==> src/rtl/iseq_loader_if.sv <==
// Signal bundle between the instruction-sequence loader, the host stream,
// the two instruction FIFOs and the dispatcher. master = loader side.
interface iseq_loader_if #(
    parameter int LEN_WIDTH = 16
);
    // app_en/app_ack: a word moves on every cycle where both are high; the host
    // holds app_instr stable until then and may not withdraw a word.
    logic                 app_en;
    logic [31:0]          app_instr;
    logic                 app_ack;
    logic                 instr0_fifo_wr;
    logic [31:0]          instr0_fifo_data;
    logic                 instr0_fifo_full;
    logic                 instr1_fifo_wr;
    logic [31:0]          instr1_fifo_data;
    logic                 instr1_fifo_full;
    logic                 process_iseq;
    logic                 dispatcher_busy;
    logic [LEN_WIDTH-1:0] iseq_len;
    logic                 iseq_done;

    modport master (
        input  app_en, app_instr, instr0_fifo_full, instr1_fifo_full, dispatcher_busy,
        output app_ack, instr0_fifo_wr, instr0_fifo_data, instr1_fifo_wr, instr1_fifo_data,
               process_iseq, iseq_len, iseq_done
    );

    modport slave (
        output app_en, app_instr, instr0_fifo_full, instr1_fifo_full, dispatcher_busy,
        input  app_ack, instr0_fifo_wr, instr0_fifo_data, instr1_fifo_wr, instr1_fifo_data,
               process_iseq, iseq_len, iseq_done
    );
endinterface

==> src/rtl/iseq_loader.sv <==
// Splits a host instruction stream across two FIFOs (even/odd slots), pads odd
// sequences with a NOP, kicks the dispatcher and waits for it to finish.
module iseq_loader #(
    parameter int                     OPC_HI    = 31,
    parameter int                     OPC_LO    = 28,
    parameter logic [OPC_HI-OPC_LO:0] END_OPC   = '0,
    parameter logic [31:0]            NOP_INSTR = 32'h0,
    parameter int                     LEN_WIDTH = 16
) (
    input  logic                clk,
    input  logic                rst_n,
    iseq_loader_if.master       bus,
    output logic [2:0]          dbg_state_o
);

    typedef enum logic [2:0] {
        S_LOAD       = 3'd0,
        S_PAD        = 3'd1,
        S_KICK       = 3'd2,
        S_WAIT_START = 3'd3,
        S_WAIT_DONE  = 3'd4
    } state_e;

    state_e               state_q;
    logic                 slot_q;
    logic [LEN_WIDTH-1:0] len_q;
    logic                 done_q;

    logic                 sel_full;
    logic                 ack;
    logic                 xfer;
    logic                 is_end;
    logic                 pad_wr;
    logic                 wr0;
    logic                 wr1;
    logic [LEN_WIDTH-1:0] len_d;

    // ack is gated by rst_n so the host sees no acceptance while reset is held.
    always_comb begin
        sel_full = slot_q ? bus.instr1_fifo_full : bus.instr0_fifo_full;
        ack      = rst_n && (state_q == S_LOAD) && !sel_full;
        xfer     = ack && bus.app_en;
        is_end   = (bus.app_instr[OPC_HI:OPC_LO] == END_OPC);
        pad_wr   = (state_q == S_PAD) && !bus.instr1_fifo_full;
        wr0      = xfer && !is_end && !slot_q;
        wr1      = (xfer && !is_end && slot_q) || pad_wr;
        len_d    = (len_q == '1) ? len_q : len_q + LEN_WIDTH'(1);
    end

    assign bus.app_ack          = ack;
    assign bus.instr0_fifo_wr   = wr0;
    assign bus.instr0_fifo_data = wr0 ? bus.app_instr : 32'h0;
    assign bus.instr1_fifo_wr   = wr1;
    assign bus.instr1_fifo_data = pad_wr ? NOP_INSTR : (wr1 ? bus.app_instr : 32'h0);
    assign bus.process_iseq     = (state_q == S_KICK);
    assign bus.iseq_len         = len_q;
    assign bus.iseq_done        = done_q;
    assign dbg_state_o          = state_q;

    always_ff @(posedge clk or negedge rst_n) begin
        if (!rst_n) begin
            state_q <= S_LOAD;
            slot_q  <= 1'b0;
            len_q   <= '0;
            done_q  <= 1'b0;
        end else begin
            done_q <= 1'b0;
            case (state_q)
                S_LOAD: begin
                    if (xfer) begin
                        if (!is_end) begin
                            slot_q <= ~slot_q;
                            len_q  <= len_d;
                        end else if (len_q == '0) begin
                            // Empty sequence: nothing to dispatch, retire at once.
                            done_q <= 1'b1;
                        end else if (slot_q) begin
                            state_q <= S_PAD;
                        end else begin
                            state_q <= S_KICK;
                        end
                    end
                end
                S_PAD: begin
                    if (!bus.instr1_fifo_full) begin
                        slot_q  <= 1'b0;
                        state_q <= S_KICK;
                    end
                end
                S_KICK: begin
                    state_q <= S_WAIT_START;
                end
                S_WAIT_START: begin
                    if (bus.dispatcher_busy) begin
                        state_q <= S_WAIT_DONE;
                    end
                end
                S_WAIT_DONE: begin
                    if (!bus.dispatcher_busy) begin
                        done_q  <= 1'b1;
                        len_q   <= '0;
                        slot_q  <= 1'b0;
                        state_q <= S_LOAD;
                    end
                end
                default: begin
                    state_q <= S_LOAD;
                end
            endcase
        end
    end

endmodule

==> src/flat_wrapper.sv <==
// flat-port wrapper written by rule: the top's interface ports become plain ports
module iseq_loader_flat 
#(
    parameter int                     OPC_HI    = 31,
    parameter int                     OPC_LO    = 28,
    parameter logic [OPC_HI-OPC_LO:0] END_OPC   = '0,
    parameter logic [31:0]            NOP_INSTR = 32'h0,
    parameter int                     LEN_WIDTH = 16
)
  (clk, rst_n, dbg_state_o, bus_app_en, bus_app_instr, bus_instr0_fifo_full, bus_instr1_fifo_full, bus_dispatcher_busy, bus_app_ack, bus_instr0_fifo_wr, bus_instr0_fifo_data, bus_instr1_fifo_wr, bus_instr1_fifo_data, bus_process_iseq, bus_iseq_len, bus_iseq_done);
  iseq_loader_if #(.LEN_WIDTH(LEN_WIDTH)) bus_i ();
  input  logic clk;
  input  logic rst_n;
  output logic [2:0] dbg_state_o;
  input wire logic [$bits(bus_i.app_en)-1:0] bus_app_en;
  input wire logic [$bits(bus_i.app_instr)-1:0] bus_app_instr;
  input wire logic [$bits(bus_i.instr0_fifo_full)-1:0] bus_instr0_fifo_full;
  input wire logic [$bits(bus_i.instr1_fifo_full)-1:0] bus_instr1_fifo_full;
  input wire logic [$bits(bus_i.dispatcher_busy)-1:0] bus_dispatcher_busy;
  output wire logic [$bits(bus_i.app_ack)-1:0] bus_app_ack;
  output wire logic [$bits(bus_i.instr0_fifo_wr)-1:0] bus_instr0_fifo_wr;
  output wire logic [$bits(bus_i.instr0_fifo_data)-1:0] bus_instr0_fifo_data;
  output wire logic [$bits(bus_i.instr1_fifo_wr)-1:0] bus_instr1_fifo_wr;
  output wire logic [$bits(bus_i.instr1_fifo_data)-1:0] bus_instr1_fifo_data;
  output wire logic [$bits(bus_i.process_iseq)-1:0] bus_process_iseq;
  output wire logic [$bits(bus_i.iseq_len)-1:0] bus_iseq_len;
  output wire logic [$bits(bus_i.iseq_done)-1:0] bus_iseq_done;
  assign bus_i.app_en = bus_app_en;
  assign bus_i.app_instr = bus_app_instr;
  assign bus_i.instr0_fifo_full = bus_instr0_fifo_full;
  assign bus_i.instr1_fifo_full = bus_instr1_fifo_full;
  assign bus_i.dispatcher_busy = bus_dispatcher_busy;
  assign bus_app_ack = bus_i.app_ack;
  assign bus_instr0_fifo_wr = bus_i.instr0_fifo_wr;
  assign bus_instr0_fifo_data = bus_i.instr0_fifo_data;
  assign bus_instr1_fifo_wr = bus_i.instr1_fifo_wr;
  assign bus_instr1_fifo_data = bus_i.instr1_fifo_data;
  assign bus_process_iseq = bus_i.process_iseq;
  assign bus_iseq_len = bus_i.iseq_len;
  assign bus_iseq_done = bus_i.iseq_done;
  iseq_loader #(.OPC_HI(OPC_HI), .OPC_LO(OPC_LO), .END_OPC(END_OPC), .NOP_INSTR(NOP_INSTR), .LEN_WIDTH(LEN_WIDTH)) u_core (.clk(clk), .rst_n(rst_n), .bus(bus_i), .dbg_state_o(dbg_state_o));
endmodule
==> config.mk <==
export PLATFORM = sky130hd
export DESIGN_NAME = iseq_loader_flat
export DESIGN_NICKNAME = d
export VERILOG_FILES = /design/src/rtl/iseq_loader_if.sv /design/src/rtl/iseq_loader.sv /design/src/flat_wrapper.sv
export SDC_FILE = /design/constraint.sdc
export NUM_CORES = 1
export LEC_CHECK = 0
export CAP_MARGIN = 5
export CORE_UTILIZATION = 35
export CTS_CLUSTER_DIAMETER = 60
export DETAILED_ROUTE_END_ITERATION = 6
export GPL_TIMING_DRIVEN = 0
export PLACE_DENSITY_LB_ADDON = 0.08
export SLEW_MARGIN = 20
export SYNTH_ARGS = -nofsm -noshare
export SYNTH_HDL_FRONTEND = slang
export SYNTH_SLANG_ARGS = --single-unit
==> constraint.sdc <==
create_clock -name clk -period 2.3 [get_ports clk]
set_input_delay 0.46 -clock clk [delete_from_list [all_inputs] [get_ports clk]]
set_output_delay 0.46 -clock clk [all_outputs]
set_load 0.01 [all_outputs]
==> impl_results.md, run 1 <==
* Post-Synthesis Cells at between 200 and 250
* Largest net degree at the start of global routing at 24
* Setup violations, final at between 40 and 50
* Synthesized area per cell at 7.68 sq um
* Row Count at 25
* CP Capture Type: output port
* First-pass GRT wire length at around 11 mm
* Clock buffer depth at 2
* Final non-filler cell total at 445
* Top FF cell, synth: dfrtp_1
* Dpl cells at between 400 and 500
* Worst-margin pin slew at 0.585 ns
* Slew Viols, Final at 0
* Max Clock Skew at 0.00195 ns
* Ys async rst share at 100%
* I/O Pins at roughly 130
* First-pass DRT Iterations at 5
* Critical Path Start Type: input pin
* Crit Path Category: in -> out
* Failing checks: setup timing
* Die area at between 5000 and 6000 sq um
* R2R Path End: u_core.bus.iseq_len[5]
* Nets at 419
* Hold Violations, Final at 0
* Post-Syn Area at 1720 sq um
* Htree depth at 1
* Crit path to: bus_instr0_fifo_data[9]
* CP arrival at 1.93 ns
* R2r setup slk at around 0.090 ns
* Final Core Density at 73.7%
* Highest Clock Rate at 0.418 GHz
* Number of diodes at 0
* Clock Latency Late Sink at 0.26 ns
* Sequential area share after synthesis at 30.5%
* CTS tree: yes
* Clock sink total at 21
* Vias at 2317
* Via-to-Cell Ratio at between 5 and 6
* Clk root buf: clkbuf_8
* Leakage power at around 1.6 nW
* Final setup margin at -0.0946 ns
* Die height at 72.1 um
* Worst-path clk slew at roughly 0.080 ns
* CTS Buf Count at 3
* Max-cap violations at 0
* Hold Path Class: in -> async
* Placed cell area at 3060 sq um
* Outcome: complete, but fails checks
* Post-synth cell types at 37
* Core ar. at 4720 sq um
* Layout cells sized above 1 at around 43%
* Final period demand of the worst path at ~2.4 ns
* GRT Overall Usage at 25.8%
* # DRC at 0
* Post-Route WL at 6.85 mm
* Critical-path maximum fanout at 5
* Power consumption at about 0.0018 W
* ANT nets after route at 0
* Vias in the first global route at around 2200
* #FFs+latches synth at 21
* Area Growth Syn to Fin at 102%
* Final period utilization at 104%
* Input/output buffers at between 100 and 150
* Most frequent cells in the layout: clkdlybuf4s50_1, buf_6, buf_2
* Slew Limit Headroom at 60.9%
* Post-route cell area at between 3000 and 4000 sq um
* Power per standard cell area at 504 nW/um^2
* Starting Density at 36.4%
* Final GP Congestion at ~0.80
* Initial antenna violation count at 0
* DP Wirelength at 4.70 mm
* Worst vdd ir at slightly above 0.0003 V
* Initial DRC count at 173
* RSZ-0062 raised after global routing: true
* Die Wd at 72.1 um
* Hold-fix buffers at CTS at 0
* Req. time, crit path at ~1.8 ns
* Crit path launch: bus_app_instr[31]
* Post-synth EDFFs at 0
* Wire per inst at between 15 and 20 um
* R2R depth at 11
* Commonest non-fill, non-tap cell in the layout: clkdlybuf4s50_1
* Mapped Nets at about 260
* Worst r2r src: u_core.dbg_state_o[1]
* Overflow after GRT at 0
* Syn. warnings at 0
## cell families after synthesis
kind of cell    after synthesis  share of synthesized area [%]
simple gates                127                           43.1
compound gates               52                           19.1
fa+ha+maj                     2                           1.45
mux                           1                          0.582
flops                        21                           30.5
buf+inv                      21                           5.16
## final cells by class
cell class              count  area (sq um)
multi-input cells         182          1270
well taps                  67          83.8
clock buffers               3          41.3
inverters                   6          22.5
fillers                   386          1240
clock inverters             1          5.00
plain buffers              13           128
repair buffers            152          1400
flip-flops and latches     21           529
## worst min-delay path by stage
stage	start	end	slack (ns)	depth (start not counted)
CTS	rst_n	u_core.dbg_state_o[2]	0.09	1
detailed placement	u_core.bus.iseq_len[15]	u_core.bus.iseq_len[15]	0.53	1
global route	rst_n	u_core.dbg_state_o[2]	0.04	1
finish	rst_n	u_core.dbg_state_o[0]	0.03	1
global placement	u_core.bus.iseq_len[15]	u_core.bus.iseq_len[15]	0.53	1
floorplan	rst_n	u_core.bus.iseq_done	0.16	0
## Yosys cell counts (2+ instances only)
cell	number	share of area, %
and2_1	65	24
dfrtp_1	21	31
o21ai_0	20	5.8
nor2_1	13	2.8
nand2_1	12	2.6
clkbuf_1	11	2.4
nand3_1	10	2.9
o31ai_1	7	3.1
a21oi_1	6	1.7
a31oi_1	6	2.2
inv_1	6	1.3
nor4_1	5	1.8
nand4_1	4	1.5
nor3_1	4	1.2
and3_1	3	1.1
nor2b_1	3	1.1
o41ai_1	3	1.5
a211oi_1	2	0.87
a22o_1	2	1.0
buf_2	2	0.58
buf_4	2	0.87
ha_1	2	1.5
## critical path, stage by stage
cell     delay (ns)
buf_6          0.10
or4_4          0.53
nand4_1        0.15
buf_6          0.14
nor2_4         0.05
buf_6          0.13
buf_8          0.12
and2_4         0.15
buf_6          0.11
## power by group
part           internal (W)  switching (W)  total, W
logic              0.000551       0.000441  0.000992
clock network      0.000121       0.000126  0.000247
registers          0.000431      0.0000845  0.000515
## routing by layer
layer | GRT usage, % | vias up | wire (um) | share of wire [%]
met5 | 0 | - | 0 | 0
met4 | 8.93 | 0 | 125 | 1.8
met3 | 5.56 | 12 | 456 | 6.7
met2 | 45.0 | 102 | 3580 | 52
met1 | 31.3 | 1098 | 2680 | 39
li1 | - | 1105 | - | -
## per-stage QoR
| step | TNS, ns | hold slack, ns | setup WS, ns |
|---|---|---|---|
| finish | -2.31 | 0.0291 | -0.0946 |
| global route | -8.70 | 0.0381 | -0.188 |
| CTS | -9.20 | 0.0857 | -0.230 |
| detailed placement | -124.92 | 0.527 | -1.80 |
| global placement | -124.94 | 0.535 | -1.81 |
| floorplan | 0 | 0.164 | 0.134 |
## flip-flops by register name (all words and copies together) (netlist names)
name,count
u_core.bus.iseq_len,16
u_core.dbg_state_o,3
u_core.bus.iseq_done,1
u_core.slot_q,1
## what timing repair did
item / 4_1_cts / 5_1_grt
gates resized for setup: 380 / 54
cloned: 4 / 0
buffers inserted: 19 / 7
pin swaps: 38 / 8
endpoints found under the setup margin: 87 / 82
(Power assumes the default switching activity.)
==> inputs of run 2 (changes only) <==
- CORE_MARGIN: default -> 5
==> run 2 against run 1 <==
The flow still finishes with violations (setup timing). Via count up 0.39%. Flip-flop and latch count unchanged. Total power down 2.9%. Utilization down 5.2 points. Clock skew up 0.0064 ns. Final cell count unchanged. Register-to-register slack worse by 0.15 ns. Sequential power down 0.8%. Worst setup slack worse by 0.035 ns. Critical endpoint is now bus_instr1_fifo_data[18]. Highest routed layer unchanged.
==> impl_results.md, run 2 (synthesis results as in run 1) <==
* Outcome: complete, but fails checks (unchanged)
* Failing checks: setup timing (unchanged)
* Hold-fix buffers at CTS at 0 (unchanged)
* GR Util met2 at 40.4% (was 45.0%)
* Die Wd at 80.1 um (was 72.1 um)
* Max Clock Skew at 0.00832 ns (was 0.00195 ns)
* Die height at 80.1 um (was 72.1 um)
* Highest Clock Rate at 0.412 GHz (was 0.418 GHz)
* Input/output buffers at 125 (unchanged)
* CTS tree: yes (unchanged)
* R2R depth at 13 (was 11)
* Starting Density at 36.2% (was 36.4%)
* Largest net degree at the start of global routing at 24 (unchanged)
* Leakage power at 1.53 nW (was 1.60 nW)
* Largest register FFs at 16 (unchanged)
* Number of diodes at 0 (unchanged)
* First-pass DRT Iterations at 4 (was 5)
* Core ar. at 4750 sq um (was 4720 sq um)
* Worst r2r src: u_core.dbg_state_o[1] (unchanged)
* Final GP Congestion at 0.873 (was 0.802)
* Vias at 2326 (was 2317)
* Clock sink total at 21 (unchanged)
* Initial DRC count at 84 (was 173)
* Slew Viols, Final at 0 (unchanged)
* CP arrival at 1.97 ns (was 1.93 ns)
* Worst vdd ir at 0.000389 V (was 0.000303 V)
* Area Growth Syn to Fin at 89.2% (was 102%)
* Most frequent cells in the layout: and2_1, buf_2, clkdlybuf4s50_1 (was clkdlybuf4s50_1, buf_6, buf_2)
* Final setup margin at -0.129 ns (was -0.0946 ns)
* Setup violations, final at 71 (was 48)
* # fillers at 423 (was 386)
* R2R Path End: u_core.bus.iseq_len[12] (was u_core.bus.iseq_len[5])
* Max-cap violations at 0 (unchanged)
* CP Capture Type: output port (unchanged)
* Wire per inst at 16.7 um (was 15.4 um)
* Vias in the first global route at 2429 (was 2245)
* Slew Limit Headroom at 60.4% (was 60.9%)
* Hold slack at 0.0177 ns (was 0.0291 ns)
* Overflow after GRT at 0 (unchanged)
* Row Count at 25 (unchanged)
* Final period utilization at 106% (was 104%)
* FF+latch area at 529 sq um (unchanged)
* RSZ-0062 raised after global routing: true (unchanged)
* ANT nets after route at 0 (unchanged)
* CTS Buf Count at 3 (unchanged)
* Placed cell area at 3060 sq um (unchanged)
* Routing usage on met3 at 6.05% (was 5.56%)
* Via-to-Cell Ratio at 5.23 (was 5.21)
* Power per standard cell area at 523 nW/um^2 (was 504 nW/um^2)
* Nets at 419 (unchanged)
* Req. time, crit path at 1.84 ns (about the same)
* Critical Path Start Type: flop (was input pin)
* Setup Slack @ Placement at -1.85 ns (was -1.80 ns)
* Commonest non-fill, non-tap cell in the layout: and2_1 (was clkdlybuf4s50_1)
* Hold Path Class: in -> async (unchanged)
* Htree depth at 1 (unchanged)
* Area of the multi-input gates at 1210 sq um (was 1270 sq um)
* Final Core Density at 68.5% (was 73.7%)
* Post-Route WL at 7.45 mm (was 6.85 mm)
* Final period demand of the worst path at 2.43 ns (was 2.39 ns)
* Initial antenna violation count at 0 (unchanged)
* Worst-margin pin slew at 0.591 ns (was 0.585 ns)
* Clk root buf: clkbuf_8 (unchanged)
* I/O Pins at 126 (unchanged)
* Met1 GRT Util at 27.2% (was 31.3%)
* Hold Violations, Final at 0 (unchanged)
* Clock buffer depth at 2 (unchanged)
* First-pass GRT wire length at 11.8 mm (was 10.7 mm)
* Post-route cell area at 3260 sq um (was 3480 sq um)
* Critical-path maximum fanout at 8 (was 5)
* Layout cells sized above 1 at 36.0% (was 43.4%)
* Die area at 6420 sq um (was 5200 sq um)
* Busiest grt layer: met2 (unchanged)
* Worst-path clk slew at 0.08 ns (about the same)
* DP Wirelength at 5.26 mm (was 4.70 mm)
* Clock Latency Late Sink at 0.27 ns (was 0.26 ns)
* Crit Path Category: reg -> out (was in -> out)
* GRT Overall Usage at 22.9% (was 25.8%)
* # DRC at 0 (unchanged)
* R2r setup slk at -0.06 ns (was 0.09 ns)
[run 2: metal layers]
layer	wire length [um]	part of all wire, %
met2	3790	51
met4	122	1.6
met1	2880	39
met3	648	8.7
met5	0	0
[run 2: worst max-delay path by stage]
stage	end	cells past startpoint	from	slack (ns)
2_1_floorplan	bus_instr0_fifo_data[22]	6	bus_app_instr[29]	0.13
3_3_place_gp	bus_instr1_fifo_data[15]	8	rst_n	-1.80
3_5_place_dp	bus_instr1_fifo_data[10]	8	rst_n	-1.85
4_1_cts	bus_instr1_fifo_data[10]	8	u_core.dbg_state_o[2]	-0.19
5_1_grt	bus_instr1_fifo_data[20]	7	u_core.dbg_state_o[1]	-0.23
6_report	bus_instr1_fifo_data[18]	7	u_core.dbg_state_o[1]	-0.13
[run 2: area by class of cell]
cell class                 count  share of cell area [%]
multi-input combinational    183                    37.1
inverter                       6                   0.692
timing repair buffer         150                    38.0
buffer                        14                    4.00
tap                           67                    2.57
sequential                    21                    16.3
clock buffer                   4                    1.38
[run 2: where the power goes]
group | internal, W | switching [W] | leakage (nW)
registers | 0.000431 | 0.0000796 | 0.281
clock network | 0.000124 | 0.000129 | 0.0228
logic | 0.000492 | 0.000448 | 1.23
[run 2: timing repair]
action / 4_1_cts / 5_1_grt
endpoints found under the setup margin: 87 / 84
gates resized for setup: 347 / 28
gates cloned: 8 / 0
setup buffers: 17 / 6
pin swaps: 37 / 8
[run 2: critical path, cell delays in order (launching register included)]
cell,delay (ns)
dfrtp_2,0.45
nor3_4,0.22
nand4_1,0.15
buf_6,0.17
nor2_4,0.24
clkbuf_8,0.21
and2_1,0.12
buf_2,0.14
[run 2: per-stage QoR]
stage | TNS, ns | std cells | total power [W]
after CTS | -9.37 | 442 | 0.00163
after global routing | -11.30 | 445 | 0.00181
after detailed placement | -129.19 | 416 | 0.00126
after floorplan | 0 | 224 | 0.000882
after global placement | -123.98 | 416 | 0.00124
final | -4.53 | 445 | 0.00170
==> inputs of run 3 (changes only) <==
- CORE_MARGIN: 5 -> 4
==> run 3 against run 2 <==
The flow still finishes with violations (setup timing). Final cell count increased by 0.22%. Clock skew is 0.0043 ns lower. Global-route usage up 1.5 points. Clock power is 2% lower. First-iteration DRC count up 77%. Maximum frequency grew 0.73%. Register-to-register slack better by 0.11 ns. Die area fell by 4.9%. Cell area rose by 9.1%. Critical path depth rose by 2. Combinational power rose by 3.7%. Count of clock-buffer cells in the layout did not move.
==> impl_results.md, run 3 (synthesis results as in run 1) <==
* Clk root buf: clkbuf_8 (unchanged)
* Outcome: complete, but fails checks (unchanged)
* Die height at 78.1 um (was 80.1 um)
* Worst vdd ir at 0.000427 V (was 0.000389 V)
* Clock sink total at 21 (unchanged)
* # DRC at 0 (unchanged)
* Input/output buffers at 125 (unchanged)
* Final setup margin at -0.112 ns (was -0.129 ns)
* Starting Density at 36.2% (unchanged)
* Req. time, crit path at 1.84 ns (about the same)
* Critical-path maximum fanout at 10 (was 8)
* Die area at 6100 sq um (was 6420 sq um)
* Final period demand of the worst path at 2.41 ns (was 2.43 ns)
* Slew Viols, Final at 0 (unchanged)
* Wire per inst at 17.3 um (was 16.7 um)
* Final period utilization at 105% (was 106%)
* Hold Path Class: in -> async (unchanged)
* Worst-path clk slew at 0.08 ns (about the same)
* Commonest non-fill, non-tap cell in the layout: buf_6 (was and2_1)
* Clock Latency Late Sink at 0.26 ns (was 0.27 ns)
* Leakage power at 1.60 nW (was 1.53 nW)
* GRT Overall Usage at 24.4% (was 22.9%)
* Worst path max stage delay at 0.53 ns (was 0.45 ns)
* DP Wirelength at 5.37 mm (was 5.26 mm)
* Sequence of cells on the critical path: buf_6 -> or4_4 -> nand4_1 -> buf_6 -> nor2_4 -> buf_4 -> buf_8 -> and2_1 -> buf_2 (was nor3_4 -> nand4_1 -> buf_6 -> nor2_4 -> clkbuf_8 -> and2_1 -> buf_2)
* ANT nets after route at 0 (unchanged)
* Nets at 419 (unchanged)
* Largest net degree at the start of global routing at 24 (unchanged)
* Hold slack at 0.0269 ns (was 0.0177 ns)
* First-pass GRT wire length at 12.1 mm (was 11.8 mm)
* Via-to-Cell Ratio at 5.38 (was 5.23)
* Htree depth at 1 (unchanged)
* CP arrival at 1.95 ns (was 1.97 ns)
* Stages on worst setup path at 9 (was 7)
* Hold-fix buffers at CTS at 0 (unchanged)
* CTS Buf Count at 3 (unchanged)
* Hold Violations, Final at 0 (unchanged)
* I/O Pins at 126 (unchanged)
* Final GP Congestion at 0.852 (was 0.873)
* Most common cell type on the critical path: buf_6
* Initial antenna violation count at 1 (was 0)
* Max Clock Skew at 0.00403 ns (was 0.00832 ns)
* Slowest cell on the critical path: or4_4 (was dfrtp_2)
* Most frequent cells in the layout: buf_6, clkdlybuf4s50_1, and2_4 (was and2_1, buf_2, clkdlybuf4s50_1)
* Core ar. at 4750 sq um (unchanged)
* Die Wd at 78.1 um (was 80.1 um)
* Critical Path Start Type: input pin (was flop)
* Worst-margin pin slew at 0.581 ns (was 0.591 ns)
* WP buf/inv at 5 (was 3)
* Initial DRC count at 149 (was 84)
* Final non-filler cell total at 446 (was 445)
* RSZ-0062 raised after global routing: true (unchanged)
* Clock buffer depth at 2 (unchanged)
* Vias in the first global route at 2463 (was 2429)
* CTS tree: yes (unchanged)
* Overflow after GRT at 0 (unchanged)
* R2R depth at 11 (was 13)
* Row Count at 25 (unchanged)
* Failing checks: setup timing (unchanged)
* CP Capture Type: output port (unchanged)
* Layout cells sized above 1 at 46.3% (was 36.0%)
* Vias at 2401 (was 2326)
* Post-Route WL at 7.72 mm (was 7.45 mm)
* Area Growth Syn to Fin at 106% (was 89.2%)
* Setup Slack @ Placement at -1.78 ns (was -1.85 ns)
* Fin Setup TNS at -3.24 ns (was -4.53 ns)
* Setup violations, final at 50 (was 71)
* Dpl cells at 416 (unchanged)
* Largest register FFs at 16 (unchanged)
* Power per standard cell area at 492 nW/um^2 (was 523 nW/um^2)
* Crit Path Category: in -> out (was reg -> out)
* Slew Limit Headroom at 61.0% (was 60.4%)
* First-pass DRT Iterations at 4 (unchanged)
* Highest Clock Rate at 0.415 GHz (was 0.412 GHz)
* Max-cap violations at 0 (unchanged)
* CP top delay family: simple AND/OR/NAND/NOR gates (unchanged)
==> run 3: final timing paths <==
path | startpoint | to | slack [ns]
worst min register to register | u_core.bus.iseq_len[0] | u_core.bus.iseq_len[0] | 0.58
worst max-delay path | bus_app_instr[28] | bus_instr1_fifo_data[7] | -0.11
max in group asynchronous | rst_n | u_core.slot_q | 2.08
worst min-delay path | rst_n | u_core.bus.iseq_len[2] | 0.03
min in group clk | u_core.bus.iseq_len[0] | u_core.bus.iseq_len[0] | 0.58
worst max register to register | u_core.slot_q | u_core.bus.iseq_len[10] | 0.05
==> run 3: per-stage QoR <==
step,util (%),total power [W],cell area [sq um]
detailed placement,64.3,0.00126,3060
floorplan,-,0.000882,1720
global route,74.7,0.00186,3550
CTS,69.5,0.00167,3300
global placement,64.3,0.00124,3060
finish,74.7,0.00175,3550
==> run 3: layer usage <==
| layer | global-route usage (%) | wire length, um | part of all wire [%] |
|---|---|---|---|
| met3 | 8.94 | 809 | 10 |
| met2 | 44.6 | 3960 | 51 |
| met5 | 0 | 0 | 0 |
| met1 | 26.4 | 2770 | 36 |
| met4 | 6.64 | 188 | 2.4 |
==> run 3: worst register-to-register path, cell delays in order (launching register included) <==
cell	delay, ns
dfrtp_2	0.41
mux2i_4	0.25
nand4_1	0.16
buf_4	0.17
buf_4	0.12
buf_4	0.12
buf_4	0.12
buf_4	0.13
a22o_4	0.28
buf_6	0.15
o21ai_2	0.13
o41ai_2	0.08
==> run 3: repair_timing <==
action                     4_1_cts  5_1_grt
pin swaps                       46       15
resized for setup              386       75
cloned                           7        0
buffers inserted                17        7
setup endpoints to repair       87       76
hold endpoints to repair         0        0
==> run 3: power by group <==
part           switching (W)  total, W  internal, W  leakage, nW
sequential         0.0000912  0.000522     0.000431        0.281
combinational       0.000449  0.000975     0.000526         1.30
clock               0.000125  0.000249     0.000124       0.0228
total               0.000665   0.00175      0.00108         1.60
==> run 3: layout make-up <==
cell class              instances  area, sq um
multi-input cells             183         1320
clock buffers                   4         45.0
plain buffers                  14          139
inverters                       6         22.5
well taps                      67         83.8
diodes                          1         2.50
fillers                       362         1200
flip-flops and latches         21          529
repair buffers                150         1410
